**src/rtl/reg_scoreboard.sv**
```systemverilog
// Register-file hazard scoreboard sitting between decode and execute/writeback.
// Tracks one busy bit per architectural register with a write in flight,
// gates issue on RAW/WAW hazards and on in-flight capacity, and accepts
// writeback completions and pipeline flushes. Also keeps an in-flight
// count, a saturating stall counter and a sticky spurious-writeback flag.
// There is no sequencing FSM: all state is the busy vector and counters.
module reg_scoreboard #(
   parameter int MAX_INFLIGHT = 4,
   parameter bit WB_BYPASS    = 1'b1,
   localparam int CW          = $clog2(MAX_INFLIGHT + 1)
) (
   input  logic          clk,
   input  logic          rst,
   input  logic          issue_valid,
   input  logic [4:0]    issue_rs1,
   input  logic [4:0]    issue_rs2,
   input  logic [4:0]    issue_rd,
   input  logic          issue_uses_rs1,
   input  logic          issue_uses_rs2,
   input  logic          issue_writes_rd,
   output logic          issue_ready,
   input  logic          wb_valid,
   input  logic [4:0]    wb_rd,
   input  logic          flush,
   output logic [31:0]   busy,
   output logic [CW-1:0] inflight_count,
   output logic [31:0]   stall_cycles,
   output logic          wb_err
);

   localparam logic [CW-1:0] MAX_CNT   = CW'(MAX_INFLIGHT);
   localparam logic [31:0]   STALL_MAX = 32'hFFFF_FFFF;

   logic [31:0]   wb_mask;
   logic [31:0]   eff_busy;
   logic          rd_nz;
   logic          hazard;
   logic          retiring;
   logic          spurious_wb;
   logic          full;
   logic          issue_fire;
   logic          fire_write;
   logic          retire_eff;
   logic [31:0]   busy_nxt;
   logic [CW-1:0] count_nxt;
   logic          stall_now;

   // Writeback view: with bypass, a register retiring this cycle already reads as free.
   always_comb begin
      wb_mask = '0;
      if (wb_valid) begin
         wb_mask = 32'd1 << wb_rd;
      end
      eff_busy = busy;
      if (WB_BYPASS) begin
         eff_busy = busy & ~wb_mask;
      end
      eff_busy[0] = 1'b0;
   end

   // Hazard detection, capacity check and the issue handshake.
   always_comb begin
      rd_nz       = issue_writes_rd && (issue_rd != 5'd0);
      hazard      = (issue_uses_rs1 && eff_busy[issue_rs1]) ||
                    (issue_uses_rs2 && eff_busy[issue_rs2]) ||
                    (rd_nz && eff_busy[issue_rd]);
      retiring    = wb_valid && (wb_rd != 5'd0) && busy[wb_rd];
      spurious_wb = wb_valid && (wb_rd != 5'd0) && !busy[wb_rd];
      // A retiring write frees its slot this cycle, so it does not count as full.
      full        = (inflight_count == MAX_CNT) && !retiring;
      issue_ready = !rst && !flush && !hazard && !(full && rd_nz);
      issue_fire  = issue_valid && issue_ready;
      fire_write  = issue_fire && rd_nz;
      retire_eff  = retiring && !flush;
      stall_now   = !rst && !flush && issue_valid && !issue_ready;
   end

   // Next busy vector and count; a same-register set wins over the clear.
   always_comb begin
      busy_nxt  = busy;
      count_nxt = inflight_count;
      if (flush) begin
         busy_nxt  = '0;
         count_nxt = '0;
      end else begin
         if (retire_eff) begin
            busy_nxt[wb_rd] = 1'b0;
         end
         if (fire_write) begin
            busy_nxt[issue_rd] = 1'b1;
         end
         case ({fire_write, retire_eff})
            2'b10:   count_nxt = inflight_count + CW'(1);
            2'b01:   count_nxt = inflight_count - CW'(1);
            default: count_nxt = inflight_count;
         endcase
      end
      busy_nxt[0] = 1'b0;
   end

   // Busy vector and in-flight count registers.
   always_ff @(posedge clk) begin
      if (rst) begin
         busy           <= '0;
         inflight_count <= '0;
      end else begin
         busy           <= busy_nxt;
         inflight_count <= count_nxt;
      end
   end

   // Saturating stall counter.
   always_ff @(posedge clk) begin
      if (rst) begin
         stall_cycles <= '0;
      end else if (stall_now && (stall_cycles != STALL_MAX)) begin
         stall_cycles <= stall_cycles + 32'd1;
      end
   end

   // Sticky error for a writeback to a register with nothing in flight; ignored during flush.
   always_ff @(posedge clk) begin
      if (rst) begin
         wb_err <= 1'b0;
      end else if (!flush && spurious_wb) begin
         wb_err <= 1'b1;
      end
   end

endmodule

```
**config.mk**
```make
export PLATFORM = sky130hd
export DESIGN_NAME = reg_scoreboard
export DESIGN_NICKNAME = d
export VERILOG_FILES = /design/src/rtl/reg_scoreboard.sv
export SDC_FILE = /design/constraint.sdc
export NUM_CORES = 1
export LEC_CHECK = 0
export CORE_MARGIN = 2
export CORE_UTILIZATION = 52
export CTS_CLUSTER_DIAMETER = 80
export CTS_CLUSTER_SIZE = 14
export DETAILED_ROUTE_END_ITERATION = 12
export PLACE_DENSITY_LB_ADDON = 0.05
export SLEW_MARGIN = 20
export SYNTH_ARGS = -nofsm -noshare
export SYNTH_HDL_FRONTEND = slang
export SYNTH_SLANG_ARGS = --single-unit
```
**constraint.sdc**
```tcl
create_clock -name clk -period 11.8 [get_ports clk]
set_input_delay 2.95 -clock clk [delete_from_list [all_inputs] [get_ports clk]]
set_output_delay 2.95 -clock clk [all_outputs]
set_load 0.1 [all_outputs]
```
==> results.py, run 1 <==
metrics = {
    "status": {
        "status": "complete, no violations",
    },
    "timing": {
        "fin_crit_ns": 9.78,
        "hold_viol_final": 0,
        "fin_skew_ns": 0.00722,
        "worst_slew_pin_slew_ns": 1.03,
        "whs_ns": 0.496,
        "rsz0062_at_grt": "no",
        "slew_viol_final": 0,
        "max_freq_mhz": 102,
        "setup_viol": 0,
        "period_share_pct": 82.9,
        "tns_ns": 0,
        "max_slew_margin_pct": 31.2,
    },
    "global_routing": {
        "grtUsageTotal_pct": 35.7,
        "antenna_found_initial": 0,
        "grt_use_met2_pct": 51.3,
        "grt-ovfl-total": 0,
        "grt_pass1_vias": 5506,
        "groute.layer.met3.usage_pct": 10.3,
        "use_met1_pct": 51.6,
        "grt_busiest_layer": "met1",
        "grt_max_degree": 60,
        "grt_first_pass_wirelength_um": 31400,
    },
    "flow_run": {
        "maxCapViolCount": 0,
    },
    "cts": {
        "clkTransAtPathRegs_ns": 0.07,
        "clk_latency_ns": 0.35,
        "cts_made_buffers": 9,
        "ctsResizeCount": 0,
        "cts_hold_buf": 0,
        "cts_root_buf": "clkbuf_8",
        "numClockSinks": 67,
        "htree_levels": 3,
        "cts_tree": "built",
        "clockBufferDepth": 2,
        "post-cts-setup-buffer-count": 0,
    },
    "placement": {
        "place.gp.congestion": 1.07,
        "place_area_um2": 6200,
        "portBuffers": 95,
        "hpwl_um": 14700,
    },
    "detailed_routing": {
        "ant_nets": 0,
        "vias": 6068,
        "drtPass1Iterations": 5,
        "drc": 0,
        "drtIter0Drc": 772,
        "wire_per_inst_um": 23.5,
        "wl_um": 20100,
        "avgViaCountPerCell": 7.09,
    },
    "yosys": {
        "ys_warn_count": 0,
        "yosysSeqAreaShare_pct": 25.1,
        "ys_top_cells_by_area": "dfxtp_1, mux2i_1, o211ai_1",
        "async_flop_share_pct": 0,
        "synth_xor_xnor_area_share_pct": 1.64,
        "synth-edff-count": 0,
        "synthMuxAreaShare_pct": 10.4,
        "synth_fa_ha_area_share_pct": 0.844,
        "synth_nets": 692,
        "synth_area_per_cell_um2": 8.07,
        "yosys.area.top_type_share_pct": 25.1,
        "yosys.area_share.simple_pct": 29.4,
        "syn_inst": 661,
        "synth_top_family_by_area": "simple AND/OR/NAND/NOR gates",
        "synth_area_leader_cell": "dfxtp_1",
        "synth_compound_area_share_pct": 25.8,
        "ys.flop_type": "dfxtp_1",
        "synth.distinct_cells": 79,
        "syn_area_um2": 5340,
        "ys_seq_elements": 67,
    },
    "floorplanning": {
        "chipWidth_um": 105,
        "fp.coreArea_um2": 9860,
        "start_util_pct": 54.1,
        "num_rows": 36,
        "die-area_um2": 11100,
        "dieHeight_um": 105,
        "io_pins": 97,
    },
    "finish": {
        "nets": 749,
        "final_common_cell": "clkdlybuf4s50_1",
        "area_growth_pct": 19.9,
        "layout-drive-gt1-share_pct": 7.05,
        "multi_input_area_um2": 3650,
        "regArea_um2": 1340,
        "final_area_um2": 6400,
        "final_cell_mix": "clkdlybuf4s50_1, dfxtp_1, nand2_1, nor2_1",
        "antennaDiodeCount": 0,
        "n_fill_cell": 819,
    },
    "critical_path": {
        "cp.arrival_ns": 6.83,
        "crit_type": "input pin to output port",
        "rrSetupSlack_ns": 7.70,
        "cp.buffers_inverters": 2,
        "cp_max_fo": 26,
        "cp.required_ns": 8.85,
        "worst_path_max_delay_cell": "clkdlybuf4s50_1",
        "critPathMaxStageDelay_ns": 1.03,
        "endpoint_kind": "output port",
        "cp-start-kind": "input pin",
        "worstPathCellList": "clkdlybuf4s50_1, nand4b_1, o21ai_1, o21ai_0, mux4_2, nand3b_1, a41o_1, or3_1, nor2_1, buf_4",
        "crit_family": "buffers and inverters",
    },
    "power_and_ir_drop": {
        "cellPowerDensity_nw_per_um2": 80.3,
        "peakVddDrop_mv": 0.0674,
        "p_leak_nw": 2.01,
    },
    "worst_hold_path": {
        "hp-class": "flip-flop to flip-flop",
    },
}
==> layer usage <==
metal  wire length [um]  vias to the layer above
met5                  0                        -
met4                477                        0
met3               2440                       50
met2               8700                      413
met1               8520                     2883
li1                   -                     2722
==> final cells by class <==
class	instances	share of cell area [%]
Multi-Input combinational cell	525	57.0
Inverter	13	0.763
Tap cell	133	2.60
Clock inverter	7	1.08
Clock buffer	9	1.94
Timing Repair Buffer	102	15.6
Sequential cell	67	21.0
==> cell families after synthesis <==
kind of cell,Yosys count
XOR/XNOR,10
buffers and inverters,69
multiplexers,47
AND/OR/NAND/NOR,261
other,1
adder cells (fa/ha/maj),3
flip-flops,67
AO/OA/AOI/OAI,203
==> worst min-delay path: stages (launching register included) <==
cell and delay [ns]:
dfxtp_1 0.33, o31ai_1 0.07, a21oi_1 0.05
==> synthesized netlist by cell type, types with 4 or more instances <==
cell type,instances
dfxtp_1,67
nor2_1,37
nand2_1,36
nand3_1,31
o21ai_0,31
o211ai_1,28
a21oi_1,26
mux2i_1,26
clkbuf_1,25
o31ai_1,25
nand4_1,23
o21ai_1,21
nor3_1,20
nor2b_1,16
or4_1,16
buf_2,15
or3_1,13
inv_1,12
and3_1,11
o22ai_1,11
mux2_1,10
buf_6,9
nor4_1,8
a31oi_1,7
and4_1,7
nand2b_1,7
a311oi_1,6
mux2_2,6
nand3b_1,6
xor2_1,6
and2_1,5
mux4_2,5
nand4b_1,5
o311ai_1,5
o41ai_1,5
buf_4,4
o21a_1,4
o311ai_0,4
o32ai_1,4
xnor2_1,4
==> state kept, by name (all words and copies together) (netlist names) <==
name	count
wb_err	1
stall_cycles	32
busy	31
inflight_count	3
==> worst paths after layout <==
check,start,to,cells after the start
setup reg to reg,busy[13],inflight_count[2],15
setup / recovery,wb_rd[4],issue_ready,10
hold / removal,stall_cycles[9],stall_cycles[9],2
hold reg to reg,stall_cycles[9],stall_cycles[9],2
==> where the power goes <==
part	internal, mW	switching, mW	leakage, nW
Sequential	0.227	0.000962	0.540
Combinational	0.0279	0.0673	1.38
Clock	0.0967	0.0944	0.0950
==> stage by stage <==
| stage | total power, mW | util [%] | setup slack [ns] | cells |
|---|---|---|---|---|
| 2_1_floorplan | 0.303 | - | 2.59 | 661 |
| 3_3_place_gp | 0.324 | 62.8 | 2.12 | 840 |
| 3_5_place_dp | 0.325 | 62.8 | 2.10 | 840 |
| 4_1_cts | 0.510 | 64.8 | 2.07 | 856 |
| 5_1_grt | 0.528 | 64.9 | 1.82 | 856 |
| 6_report | 0.514 | 64.9 | 2.02 | 856 |
Note: power is estimated with default switching activity, not from simulation.
==> inputs of run 2 (changes only) <==
- CORE_UTILIZATION: 52 -> 49
- clock period: 11.8 -> 8.6 ns (I/O delays scaled with it)
==> results.py, run 2 (synthesized netlist as in run 1, its figures left out) <==
metrics = {
    "status": {
        "status": "complete, no violations",
    },
    "cts": {
        "cts_root_buf": "clkbuf_8",
        "cts_hold_buf": 0,
        "numClockSinks": 67,
        "htree_levels": 3,
        "post-cts-setup-buffer-count": 0,
        "clkTransAtPathRegs_ns": 0.07,
        "cts_tree": "built",
        "ctsResizeCount": 0,
        "clockBufferDepth": 2,
        "cts_made_buffers": 9,
        "clk_latency_ns": 0.35,
    },
    "placement": {
        "hpwl_um": 14800,
        "place.gp.congestion": 1.09,
        "dp_cells": 854,
        "portBuffers": 95,
    },
    "timing": {
        "fin_crit_ns": 7.82,
        "max_slew_margin_pct": 33.2,
        "worst_slew_pin_slew_ns": 0.999,
        "fin_skew_ns": 0.0149,
        "slew_viol_final": 0,
        "rsz0062_at_grt": "no",
        "setup_viol": 0,
        "hold_viol_final": 0,
        "period_share_pct": 91.0,
        "max_freq_mhz": 128,
        "tns_ns": 0,
    },
    "power_and_ir_drop": {
        "p_sw_mw": 0.225,
        "p_leak_nw": 2.05,
        "sequentialPowerShare_pct": 43.7,
        "power_frac_clock_pct": 37.7,
        "cellPowerDensity_nw_per_um2": 110,
        "peakVddDrop_mv": 0.0900,
        "sw_frac_of_total_pct": 31.6,
        "internal_power_mw": 0.488,
        "p_comb_share_pct": 18.6,
    },
    "worst_hold_path": {
        "min_from": "wb_err",
        "min_path_cells": 2,
        "hp-class": "flip-flop to flip-flop",
        "hold_path_end": "wb_err",
    },
    "finish": {
        "final_cells": 870,
        "antennaDiodeCount": 0,
        "final_common_cell": "clkdlybuf4s50_1",
        "nets": 756,
        "area_growth_pct": 21.4,
        "top_regs": "stall_cycles: 32 flops, busy: 31 flops, inflight_count: 3 flops",
        "largest-register": "stall_cycles",
        "layout-drive-gt1-share_pct": 7.81,
        "largest_register_ff_count": 32,
        "final_cell_mix": "clkdlybuf4s50_1, dfxtp_1, nand2_1, nor2_1",
    },
    "critical_path": {
        "endpoint_kind": "output port",
        "cp-start-kind": "input pin",
        "worst_path_max_delay_cell": "clkdlybuf4s50_1",
        "timing.rr.end": "inflight_count[2]",
        "cp_max_fo": 15,
        "worstPathCellList": "clkdlybuf4s50_1, nand4b_1, o21ai_1, o22ai_1, mux4_2, nand3b_1, a41o_1, or3_1, nor2_1, buf_12",
        "crit_type": "input pin to output port",
        "cp.required_ns": 6.45,
        "rrSetupSlack_ns": 4.86,
        "cp.arrival_ns": 5.67,
        "critPathMaxStageDelay_ns": 0.71,
        "rr_startpoint": "busy[12]",
        "reg2reg_depth": 15,
    },
    "global_routing": {
        "grt_pass1_vias": 5676,
        "grt_max_degree": 59,
        "antenna_found_initial": 0,
        "grtUsageTotal_pct": 35.1,
        "grt-ovfl-total": 0,
        "grt_first_pass_wirelength_um": 31800,
    },
    "floorplanning": {
        "io_pins": 97,
        "die-area_um2": 11700,
        "fp.coreArea_um2": 10700,
        "num_rows": 38,
        "start_util_pct": 49.7,
        "dieHeight_um": 108,
        "chipWidth_um": 108,
    },
    "detailed_routing": {
        "drc": 0,
        "ant_nets": 0,
        "avgViaCountPerCell": 6.97,
        "wl_um": 20400,
        "drtPass1Iterations": 9,
        "wire_per_inst_um": 23.5,
        "vias": 6068,
        "drtIter0Drc": 623,
    },
    "flow_run": {
        "maxCapViolCount": 0,
    },
}
run 2: worst max-delay path by stage:
| stage | startpoint | end | slack [ns] |
|---|---|---|---|
| 6_report | wb_rd[2] | issue_ready | 0.78 |
| 5_1_grt | wb_rd[2] | issue_ready | 0.57 |
| 4_1_cts | wb_rd[2] | issue_ready | 0.83 |
| 3_5_place_dp | wb_rd[2] | issue_ready | 0.86 |
| 3_3_place_gp | wb_rd[4] | issue_ready | 0.90 |
| 2_1_floorplan | wb_rd[1] | issue_ready | 0.99 |
run 2: critical path, delay by kind of cell:
| family | cells | cell delay [ns] |
|---|---|---|
| simple gates | 4 | 1.38 |
| buf+inv | 2 | 0.92 |
| compound gates | 3 | 0.74 |
| mux | 1 | 0.47 |
run 2: power by group through the flow:
stage,Clock (mW),Sequential (mW),Combinational [mW]
CTS,0.273,0.312,0.130
global placement,0,0.319,0.130
global route,0.288,0.312,0.141
detailed placement,0,0.319,0.130
floorplan,0,0.326,0.0901
finish,0.269,0.312,0.133
run 2: metal layers:
metal  up-vias  routed length [um]  GRT usage [%]
li1       2724                   -              -
met1      2864                7840           42.7
met4         0                1280           20.7
met3        90                2060           8.86
met2       390                9260           56.0
met5         -                   0              0
run 2: cell type report:
class | count | area (um2)
clock buffer | 10 | 128
clock inverter | 6 | 72.6
fill | 1022 | 4270
inverter | 13 | 48.8
multi-input combinational | 525 | 3650
sequential | 67 | 1340
tap | 140 | 175
timing repair buffer | 109 | 1070
run 2: through the flow:
| step | power [mW] | hold slack [ns] | utilization [%] | setup WS (ns) | area, um2 |
|---|---|---|---|---|---|
| finish | 0.714 | 0.482 | 60.3 | 0.778 | 6480 |
| global route | 0.741 | 0.526 | 60.3 | 0.566 | 6480 |
| CTS | 0.715 | 0.483 | 60.2 | 0.829 | 6470 |
| detailed placement | 0.449 | 0.461 | 58.4 | 0.862 | 6270 |
| global placement | 0.449 | 0.452 | 58.4 | 0.900 | 6270 |
| floorplan | 0.416 | 0.941 | - | 0.987 | 5340 |
==> inputs of run 3 (changes only) <==
- MAX_ROUTING_LAYER: default -> met4
==> results.py, run 3 (synthesized netlist as in run 1, its figures left out) <==
metrics = {
    "status": {
        "status": "complete, no violations",
    },
    "global_routing": {
        "grt_pass1_vias": 5595,
        "grt_first_pass_wirelength_um": 31300,
        "grt_max_degree": 60,
        "antenna_found_initial": 1,
        "grtUsageTotal_pct": 35.6,
        "grt-ovfl-total": 0,
    },
    "timing": {
        "slew_viol_final": 0,
        "max_freq_mhz": 126,
        "period_share_pct": 92.4,
        "tns_ns": 0,
        "fin_crit_ns": 7.94,
        "worst_slew_pin_slew_ns": 1.10,
        "fin_skew_ns": 0.0148,
        "rsz0062_at_grt": "no",
        "setup_viol": 0,
        "max_slew_margin_pct": 26.6,
        "hold_viol_final": 0,
    },
    "cts": {
        "cts_tree": "built",
        "ctsResizeCount": 0,
        "cts_made_buffers": 9,
        "clk_latency_ns": 0.36,
        "numClockSinks": 67,
        "clkTransAtPathRegs_ns": 0.07,
        "cts_hold_buf": 0,
        "clockBufferDepth": 2,
        "cts_root_buf": "clkbuf_8",
        "htree_levels": 3,
        "post-cts-setup-buffer-count": 0,
    },
    "floorplanning": {
        "num_rows": 38,
        "die-area_um2": 11700,
        "chipWidth_um": 108,
        "io_pins": 97,
        "start_util_pct": 49.7,
        "fp.coreArea_um2": 10700,
        "dieHeight_um": 108,
    },
    "flow_run": {
        "maxCapViolCount": 0,
    },
    "detailed_routing": {
        "highest_layer": "met4",
        "met1_length_um": 8120,
        "met3_wirelength_um": 1890,
        "vias": 6097,
        "wire_per_inst_um": 23.5,
        "drtPass1Iterations": 5,
        "drtIter0Drc": 632,
        "wl_met2_um": 9350,
        "ant_nets": 0,
        "wl_um": 20400,
        "avgViaCountPerCell": 7.02,
        "drc": 0,
    },
    "critical_path": {
        "cp-startpoint": "wb_rd[0]",
        "cp_max_fo": 14,
        "timing.rr.end": "inflight_count[2]",
        "cp.required_ns": 6.45,
        "cp.arrival_ns": 5.79,
        "endpoint_kind": "output port",
        "rr_startpoint": "busy[12]",
        "rrSetupSlack_ns": 4.16,
        "reg2reg_depth": 15,
        "cp-start-kind": "input pin",
        "crit_type": "input pin to output port",
        "worstPathCellList": "clkdlybuf4s50_1, buf_4, mux2_1, and3_1, o21ai_1, o311ai_0, a2111oi_1, o21a_1, or3_1, nor2_1, buf_12",
        "worst_path_max_delay_cell": "a2111oi_1",
        "endpoint": "issue_ready",
        "critPathMaxStageDelay_ns": 0.95,
    },
    "finish": {
        "final_cell_mix": "clkdlybuf4s50_1, dfxtp_1, nand2_1, nor2_1",
        "top_regs": "stall_cycles: 32 flops, busy: 31 flops, inflight_count: 3 flops",
        "largest-register": "stall_cycles",
        "final_common_cell": "clkdlybuf4s50_1",
        "largest_register_ff_count": 32,
        "area_growth_pct": 21.4,
        "nets": 754,
        "layout-drive-gt1-share_pct": 7.69,
        "n_fill_cell": 997,
    },
    "power_and_ir_drop": {
        "p_sw_mw": 0.233,
        "internal_power_mw": 0.490,
        "cellPowerDensity_nw_per_um2": 112,
        "sw_frac_of_total_pct": 32.2,
        "p_leak_nw": 2.05,
        "power_frac_clock_pct": 38.5,
        "p_total_mw": 0.723,
        "peakVddDrop_mv": 0.109,
        "sequentialPowerShare_pct": 43.2,
        "p_comb_share_pct": 18.3,
    },
    "placement": {
        "hpwl_um": 14800,
        "portBuffers": 95,
        "place.gp.congestion": 1.06,
    },
    "worst_hold_path": {
        "hp-class": "flip-flop to flip-flop",
    },
}
## run 3: cell count changes in the layout (fill, tap and decap cells not counted), sizes merged
cell,delta
diode,+1
inv,+1
buf,-2
clkbuf,-1
## run 3: cell type report
cell class / instances / area, um2 / area share (%)
Inverter: 13 / 48.8 / 0.753
Clock inverter: 7 / 83.8 / 1.29
Timing Repair Buffer: 107 / 1050 / 16.2
Sequential cell: 67 / 1340 / 20.7
Multi-Input combinational cell: 525 / 3650 / 56.4
Antenna cell: 1 / 2.50 / 0.0386
Clock buffer: 9 / 124 / 1.91
Tap cell: 140 / 175 / 2.70
## run 3: worst min-delay path by stage
stage               slack (ns)            start  cells after the start               to
floorplan                 0.94  stall_cycles[9]                      2  stall_cycles[9]
global placement          0.46           wb_err                      2           wb_err
detailed placement        0.46           wb_err                      2           wb_err
CTS                       0.48           wb_err                      2           wb_err
global route              0.52  stall_cycles[5]                      2  stall_cycles[5]
finish                    0.48           wb_err                      2           wb_err
## run 3: critical path: cells and delay by family
kind            cells  cell delay (ns)
buf+inv             3             1.37
compound gates      4             1.47
mux                 1             0.35
simple gates        3             0.46
## run 3: routing by layer
layer  GRT usage [%]  up-vias
met5               -        -
met3            6.15       85
li1                -     2730
met1            44.0     2910
met2            56.6      372
met4            17.1        0
## run 3: power by group through the flow
stage                     sequential [mW]  combinational, mW  clock [mW]
after floorplan                     0.326             0.0901           0
after global placement              0.319              0.128           0
after detailed placement            0.319              0.128           0
after CTS                           0.312              0.129       0.281
after global routing                0.312              0.140       0.293
final                               0.312              0.133       0.278
## run 3: metrics by stage
step	hold WS, ns	utilization [%]	worst slack (ns)	std cells	instance area (um2)
floorplan	0.941	-	0.987	661	5340
global placement	0.455	58.2	0.802	852	6260
detailed placement	0.461	58.2	0.741	852	6260
CTS	0.484	60.2	0.732	868	6460
global route	0.522	60.3	0.494	869	6480
finish	0.481	60.3	0.657	869	6480
